**src/rtl/hazard_unit.sv**
```systemverilog
// Hazard resolver for the 5-stage F/D/E/M/W core: tracks E/M/W writers, emits D stall and forwarding selects.
// Optional stall-cycle counter output stallCnt is enabled by defining HAZARD_STAT_EN.
module hazard_unit #(
  parameter int ADDR_W = 5,
  parameter int TNEW_W = 2
) (
  input  logic              clk,
  input  logic              reset,
  input  logic [ADDR_W-1:0] rsD,
  input  logic [ADDR_W-1:0] rtD,
  input  logic              useRsD,
  input  logic              useRtD,
  input  logic [TNEW_W-1:0] tUseRsD,
  input  logic [TNEW_W-1:0] tUseRtD,
  input  logic [ADDR_W-1:0] dstD,
  input  logic              weD,
  input  logic [TNEW_W-1:0] tNewD,
  output logic              stall,
  output logic [1:0]        fwdRsD,
  output logic [1:0]        fwdRtD,
  output logic [1:0]        fwdRsE,
  output logic [1:0]        fwdRtE,
  output logic [1:0]        fwdRtM
`ifdef HAZARD_STAT_EN
  ,
  output logic [31:0]       stallCnt
`endif
);

  typedef struct packed {
    logic              valid;
    logic              we;
    logic [ADDR_W-1:0] dst;
    logic [TNEW_W-1:0] tnew;
  } rec_t;

  rec_t              e_q, m_q, w_q, e_d, m_d, w_d;
  logic [ADDR_W-1:0] rs_e_q, rt_e_q, rt_m_q, rs_e_d, rt_e_d, rt_m_d;

  // Register 0 is hardwired, so a write to it is never a dependency.
  function automatic logic writes(input rec_t r, input logic [ADDR_W-1:0] a);
    return r.valid && r.we && (r.dst == a) && (a != '0);
  endfunction

  function automatic logic src_stall(input logic used, input logic [ADDR_W-1:0] a,
                                     input logic [TNEW_W-1:0] tuse, input rec_t e, input rec_t m);
    return used && ((writes(e, a) && (e.tnew > tuse)) || (writes(m, a) && (m.tnew > tuse)));
  endfunction

  // The youngest writer decides; if its result is not ready yet the stall covers it.
  function automatic logic [1:0] pick(input rec_t r, input logic [1:0] sel);
    return (r.tnew == '0) ? sel : 2'd0;
  endfunction

  function automatic logic [1:0] fwd_from_e(input logic [ADDR_W-1:0] a, input rec_t e,
                                            input rec_t m, input rec_t w);
    if (writes(e, a))      return pick(e, 2'd1);
    else if (writes(m, a)) return pick(m, 2'd2);
    else if (writes(w, a)) return pick(w, 2'd3);
    else                   return 2'd0;
  endfunction

  function automatic logic [1:0] fwd_from_m(input logic [ADDR_W-1:0] a, input rec_t m, input rec_t w);
    if (writes(m, a))      return pick(m, 2'd2);
    else if (writes(w, a)) return pick(w, 2'd3);
    else                   return 2'd0;
  endfunction

  assign stall  = src_stall(useRsD, rsD, tUseRsD, e_q, m_q) |
                  src_stall(useRtD, rtD, tUseRtD, e_q, m_q);
  assign fwdRsD = fwd_from_e(rsD, e_q, m_q, w_q);
  assign fwdRtD = fwd_from_e(rtD, e_q, m_q, w_q);
  assign fwdRsE = fwd_from_m(rs_e_q, m_q, w_q);
  assign fwdRtE = fwd_from_m(rt_e_q, m_q, w_q);
  assign fwdRtM = writes(w_q, rt_m_q) ? pick(w_q, 2'd3) : 2'd0;

  always_comb begin
    // NOTE: every next-state signal gets a default first so no path leaves it unassigned (no latches).
    e_d    = '0;
    rs_e_d = '0;
    rt_e_d = '0;
    if (!stall) begin
      e_d.valid = 1'b1;
      e_d.we    = weD;
      e_d.dst   = dstD;
      e_d.tnew  = tNewD;
      rs_e_d    = rsD;
      rt_e_d    = rtD;
    end
    m_d      = e_q;
    m_d.tnew = (e_q.tnew == '0) ? '0 : e_q.tnew - TNEW_W'(1);
    w_d      = m_q;
    w_d.tnew = '0;
    rt_m_d   = rt_e_q;
  end

  // NOTE: sequential state uses non-blocking assignments so all stages update from pre-edge values.
  always_ff @(posedge clk) begin
    if (reset) begin
      e_q    <= '0;
      m_q    <= '0;
      w_q    <= '0;
      rs_e_q <= '0;
      rt_e_q <= '0;
      rt_m_q <= '0;
    end else begin
      e_q    <= e_d;
      m_q    <= m_d;
      w_q    <= w_d;
      rs_e_q <= rs_e_d;
      rt_e_q <= rt_e_d;
      rt_m_q <= rt_m_d;
    end
  end

`ifdef HAZARD_STAT_EN
  logic [31:0] stall_cnt_q;

  always_ff @(posedge clk) begin
    if (reset)      stall_cnt_q <= '0;
    else if (stall) stall_cnt_q <= stall_cnt_q + 32'd1;
  end

  assign stallCnt = stall_cnt_q;
`endif

endmodule

```
**config.mk**
```make
export PLATFORM = sky130hd
export DESIGN_NAME = hazard_unit
export DESIGN_NICKNAME = d
export VERILOG_FILES = /design/src/rtl/hazard_unit.sv
export SDC_FILE = /design/constraint.sdc
export NUM_CORES = 1
export LEC_CHECK = 0
export CAP_MARGIN = 20
export CORE_MARGIN = 5
export CORE_UTILIZATION = 35
export CTS_CLUSTER_DIAMETER = 80
export DETAILED_ROUTE_END_ITERATION = 7
export PLACE_DENSITY = 0.69
export RECOVER_POWER = 25
export SYNTH_ARGS = -nofsm -noshare
export SYNTH_HDL_FRONTEND = slang
export SYNTH_SLANG_ARGS = --single-unit
```
**constraint.sdc**
```tcl
create_clock -name clk -period 1.75 [get_ports clk]
set_input_delay 0.2625 -clock clk [delete_from_list [all_inputs] [get_ports clk]]
set_output_delay 0.2625 -clock clk [all_outputs]
set_load 0.1 [all_outputs]
```
# --- After elaboration in Yosys (flattened, before gate mapping) ---
# Cells that the tools add are included.
op_classes:
  addsub: 1
  order_cmp: 4
  n_eq_ne: 11
  n_mux: 15
  bitwise_logic: 1
  n_reduce_logical: 43
ops:
  columns: ["cell", "count"]
  rows:
  - ["5-bit == test", 11]
  - ["1-bit logical AND", 31]
  - ["2-bit two-way mux", 13]
  - ["5-bit nonzero test", 5]
  - ["9-bit two-way mux", 1]
  - ["2-bit > comparator", 4]
  - ["2-bit logical NOT", 3]
  - ["2-bit OR reduction", 2]
  - ["1-bit logical OR", 2]
  - ["2-bit by 1-bit subtractor with 2-bit output (second input constant)", 1]
  - ["1-bit two-way mux", 1]
  - ["1-bit bitwise OR", 1]
word_totals:
  regBits: 42
  inputBits: 26
  elab_cells: 90

# --- Logic depth before layout (Yosys ltp) ---
# Gate-level depths: netlist of the first run.
logic_depth:
  ltp_word: 8
  mapped_depth: 8
  depth_no_buf: 7

# --- Least setup slack after synthesis of the first run ---
# No wires, ideal clock.
synth_timing:
  path_type: "reg2out"
  start: "register w_q[2] in the netlist's numbering"
  end: "output port fwdRsE[1]"
  t_arrival_ps: 4620
  slack_ps: -3132
  stages_incl_launch_ff: 7
  n_path_buf: 1
  cell_sequence: "dfxtp_1 clkbuf_1 xor2_1 nor4_1 nand2_1 nor4_1 a21o_1"
synth_between:
  elab_chain_len: 5
synth_rtl:
  columns: ["element", "line", "source"]
  rows:
  - ["start, declared", "37", "rec_t e_q, m_q, w_q, e_d, m_d, w_d;"]
  - ["start signal, assigned", "109", "w_q <= w_d;"]
  - ["5-bit == test", "42", "return r.valid && r.we && (r.dst == a) && (a != '0);"]
  - ["1-bit logical AND (2 in series)", "42", null]
  - ["2-bit two-way mux", "65", "else if (writes(w, a)) return pick(w, 2'd3);"]
  - ["2-bit two-way mux", "64", "if (writes(m, a)) return pick(m, 2'd2);"]
  - ["end, declared", "21", "output logic [1:0] fwdRsE,"]
# Every way passes these cells.

# --- Final worst setup path of the first run ---
layout_timing:
  start: "register m_q[3] in the netlist's numbering"
  end: "output port fwdRsD[0]"
layout_between:
  elab_chain_len: 5
layout_rtl:
  columns: ["element", "line", "source"]
  rows:
  - ["start, declared", "37", null]
  - ["start signal, assigned", "108", "m_q <= m_d;"]
  - ["5-bit == test", "42", null]
  - ["1-bit logical AND (2 in series)", "42", null]
  - ["2-bit two-way mux", "58", "else if (writes(m, a)) return pick(m, 2'd2);"]
  - ["2-bit two-way mux", "57", "if (writes(e, a)) return pick(e, 2'd1);"]
  - ["end, declared", "19", "output logic [1:0] fwdRsD,"]
# Every way passes these cells.

==> flow_summary.ini, run 1 <==
[critical_path]
end_kind = output pin
reg2regPathDepth = 7
crit_required_ns = 1.49
crit_fanout = 4
crit_arrival_ns = 2.01
criticalPathCategory = reg -> out
start_kind = register

[floorplanning]
core_area_um2 = 6390
fp.dieH_um = 91.1
dieArea_um2 = 8300
design.portCount = 37
core.rowCount = 29
die_w_um = 91.1
start_util_pct = 36.1

[logic_synthesis]
synth_top_family_by_area = simple AND/OR/NAND/NOR gates
synth_fa_ha_area_share_pct = 4.89
synthesis.instances = 243
ys_ff_latch = 40
yosysTopAreaCell = dfxtp_1
synth_area_um2 = 2300
ys_seq_area_share_pct = 34.8
async_reset_ff_share_pct = 0
yosysUniqueCellTypes = 43
synth-simple-area-share_pct = 29.7
avgSynthCellArea_um2 = 9.48
synth_compound_area_share_pct = 5.32
synth_xor_area_share_pct = 19.0
synth_warnings = 0
syn-num-nets = 278
synth_top_area_share_pct = 34.8
yosys-top-cells-area = dfxtp_1 35%, xnor2_1 12%, xor2_1 7.2%
synthFlopType = dfxtp_1
synth_edf_count = 0
synth.area.mux_share_pct = 1.41

[drt]
wl_per_cell_um = 16.1
route.detailed.drc = 0
wl_mm = 6.76
dr.pass1.iters = 4
viasPerCell = 5.04
vias = 2121
initialDrtViolationCount = 139
ant_nets = 0

[clock_network]
cts.clk_slew.worst_paths_ns = 0.07
cts_buffers = 5
cts_max_level = 2
clock-sinks = 40
cts_root_buffer = clkbuf_8
cts_tree = yes
clkLatencyLatePin_ns = 0.28
clock_path_buffers = 2

[timing]
post-route-period-util_pct = 130
setup_violations = 30
rsz0062_at_grt = yes
layout_setup_ws_ns = -0.527
tightest_slew_ns = 0.763
fmax_mhz = 439
fin_crit_ns = 2.28
slew_violations = 0
hold_viol_final = 0
slew-limit-headroom_pct = 49.1
fin_worst_skew_ns = 0.00740

[placement]
place.gp.congestion = 0.868
hpwl_mm = 4.87
io_buffers = 36
dp.cells = 404
place_ws_ns = -0.865

[cells_and_area]
layout-drive-gt1-share_pct = 52.6
n_antenna_cell = 0
layout.nets = 378
layout.cells.non_filler = 421
area_delta_synth_final_pct = 72.0

[min_path]
holdPathStages = 1
hp-class = reg -> reg

[flow_run]
cap_violations = 0

[global_routing]
antenna_found_initial = 0
grt_pass1_wl_mm = 11.0
grt_use_total_pct = 16.2
grt_remaining_overflow = 0
grt_max_degree = 41
grt_pass1_vias = 2282

[power]
power.share.sequential_pct = 44.6
swShare_pct = 25.7
p_switching_uw = 571
p_leak_nw = 1.62
internal-power_mw = 1.65
ir_worst_vdd_mv = 0.543
p_per_area_nw_per_um2 = 560
clkPwrFrac_pct = 32.6
pwr-share-comb_pct = 22.8

[outcome]
run_status = finished, violations left
failed_checks = negative setup slack
==> cells by family (layout without fill, tap and decap cells) <==
family,Yosys count,in the layout
multiplexers,3,3
AND/OR/NAND/NOR,99,99
AO/OA/AOI/OAI,15,15
flip-flops,40,40
adder cells (fa/ha/maj),9,9
XOR/XNOR,50,50
buffers and inverters,27,128
==> worst max-delay path, cell delays in order, from the launching register on <==
cell and delay, ns:
dfxtp_2 0.35, inv_2 0.04, a221o_1 0.36, nor4_4 0.41
nor2b_1 0.10, mux2_4 0.30, buf_12 0.17
==> through the flow <==
step / hold WS (ns) / cell area (um2) / util [%] / setup TNS [ns] / total power, mW
6_report: 0.423 / 3960 / 62.0 / -9.21 / 2.22
3_5_place_dp: 0.411 / 3470 / 54.3 / -18.50 / 1.45
4_1_cts: 0.421 / 3820 / 59.8 / -8.40 / 2.20
3_3_place_gp: 0.406 / 3470 / 54.3 / -17.99 / 1.44
5_1_grt: 0.417 / 3960 / 62.0 / -10.96 / 2.33
2_1_floorplan: 0.397 / 2490 / - / -4.51 / 1.24
==> flip-flops by register name (all words and copies together), names as in the netlist <==
name    cells
rt_m_q      5
w_q         7
rs_e_q      5
m_q         9
rt_e_q      5
e_q         9
==> layout make-up <==
| cell class | instances | area [um2] |
|---|---|---|
| Sequential cell | 40 | 837 |
| Multi-Input combinational cell | 176 | 1820 |
| Clock inverter | 2 | 35.0 |
| Tap cell | 77 | 96.3 |
| Clock buffer | 6 | 72.6 |
| Timing Repair Buffer | 110 | 1070 |
| Fill cell | 513 | 2420 |
| Inverter | 10 | 37.5 |
==> power groups by stage <==
stage	Combinational [mW]	Sequential, mW	Clock (mW)
2_1_floorplan	0.237	0.999	0
3_3_place_gp	0.431	1.01	0
3_5_place_dp	0.440	1.01	0
4_1_cts	0.475	0.988	0.739
5_1_grt	0.549	0.997	0.786
6_report	0.506	0.991	0.723
==> placed cells by master (no fill, tap or decap), types with 6 or more instances in the layout <==
master and n:
and4b_1 8, buf_12 13, buf_4 62, buf_6 9
clkdlybuf4s50_1 11, dfxtp_1 23, dfxtp_2 11, dfxtp_4 6
dlygate4sd2_1 7, ha_1 6, inv_1 7, nand2_1 9
nand4_1 6, nor2_1 6, nor2b_1 21, nor4_4 6
xnor2_1 19, xnor2_2 11, xor2_1 18
==> synth_stat cells, types with 2 or more instances <==
cell and n:
a21oi_1 2, and4b_1 8, and4bb_2 3, clkbuf_1 14
dfxtp_1 40, ha_1 9, inv_1 10, mux2_2 2
nand2_1 11, nand3_1 2, nand4_1 6, nor2_1 9
nor2b_1 21, nor3_1 6, nor4_1 11, nor4bb_1 6
o211ai_1 3, or2_2 2, or4_1 6, xnor2_1 31
xor2_1 19
==> path summary, 6_finish.rpt <==
| check | end | start | slack (ns) |
|---|---|---|---|
| worst max-delay path | fwdRsD[0] | m_q[3] | -0.53 |
| worst min-delay path | m_q[0] | e_q[0] | 0.42 |
| worst min register to register | m_q[0] | e_q[0] | 0.42 |
| worst max register to register | rs_e_q[1] | e_q[1] | -0.32 |
==> layer usage <==
layer	routed length, um	GRT usage [%]	vias to the layer above
met3	311	2.89	8
met4	94	5.13	0
met1	2810	19.4	1017
met5	0	0	-
met2	3550	29.3	51
li1	-	-	1045
==> repair_timing <==
item / 4_1_cts / 5_1_grt
setup endpoints to repair: 30 / 30
buffers inserted: 8 / 3
hold buffers: 0 / 0
gates resized for setup: 76 / 26
pin swaps: 37 / 10
Power figures use the tool's default switching activity.
==> inputs of run 2 (changes only) <==
Settings changed: CTS_CLUSTER_DIAMETER 80 to default.
==> results of run 2 <==
The final DEF is identical to that of run 1; final timing and power are the same.
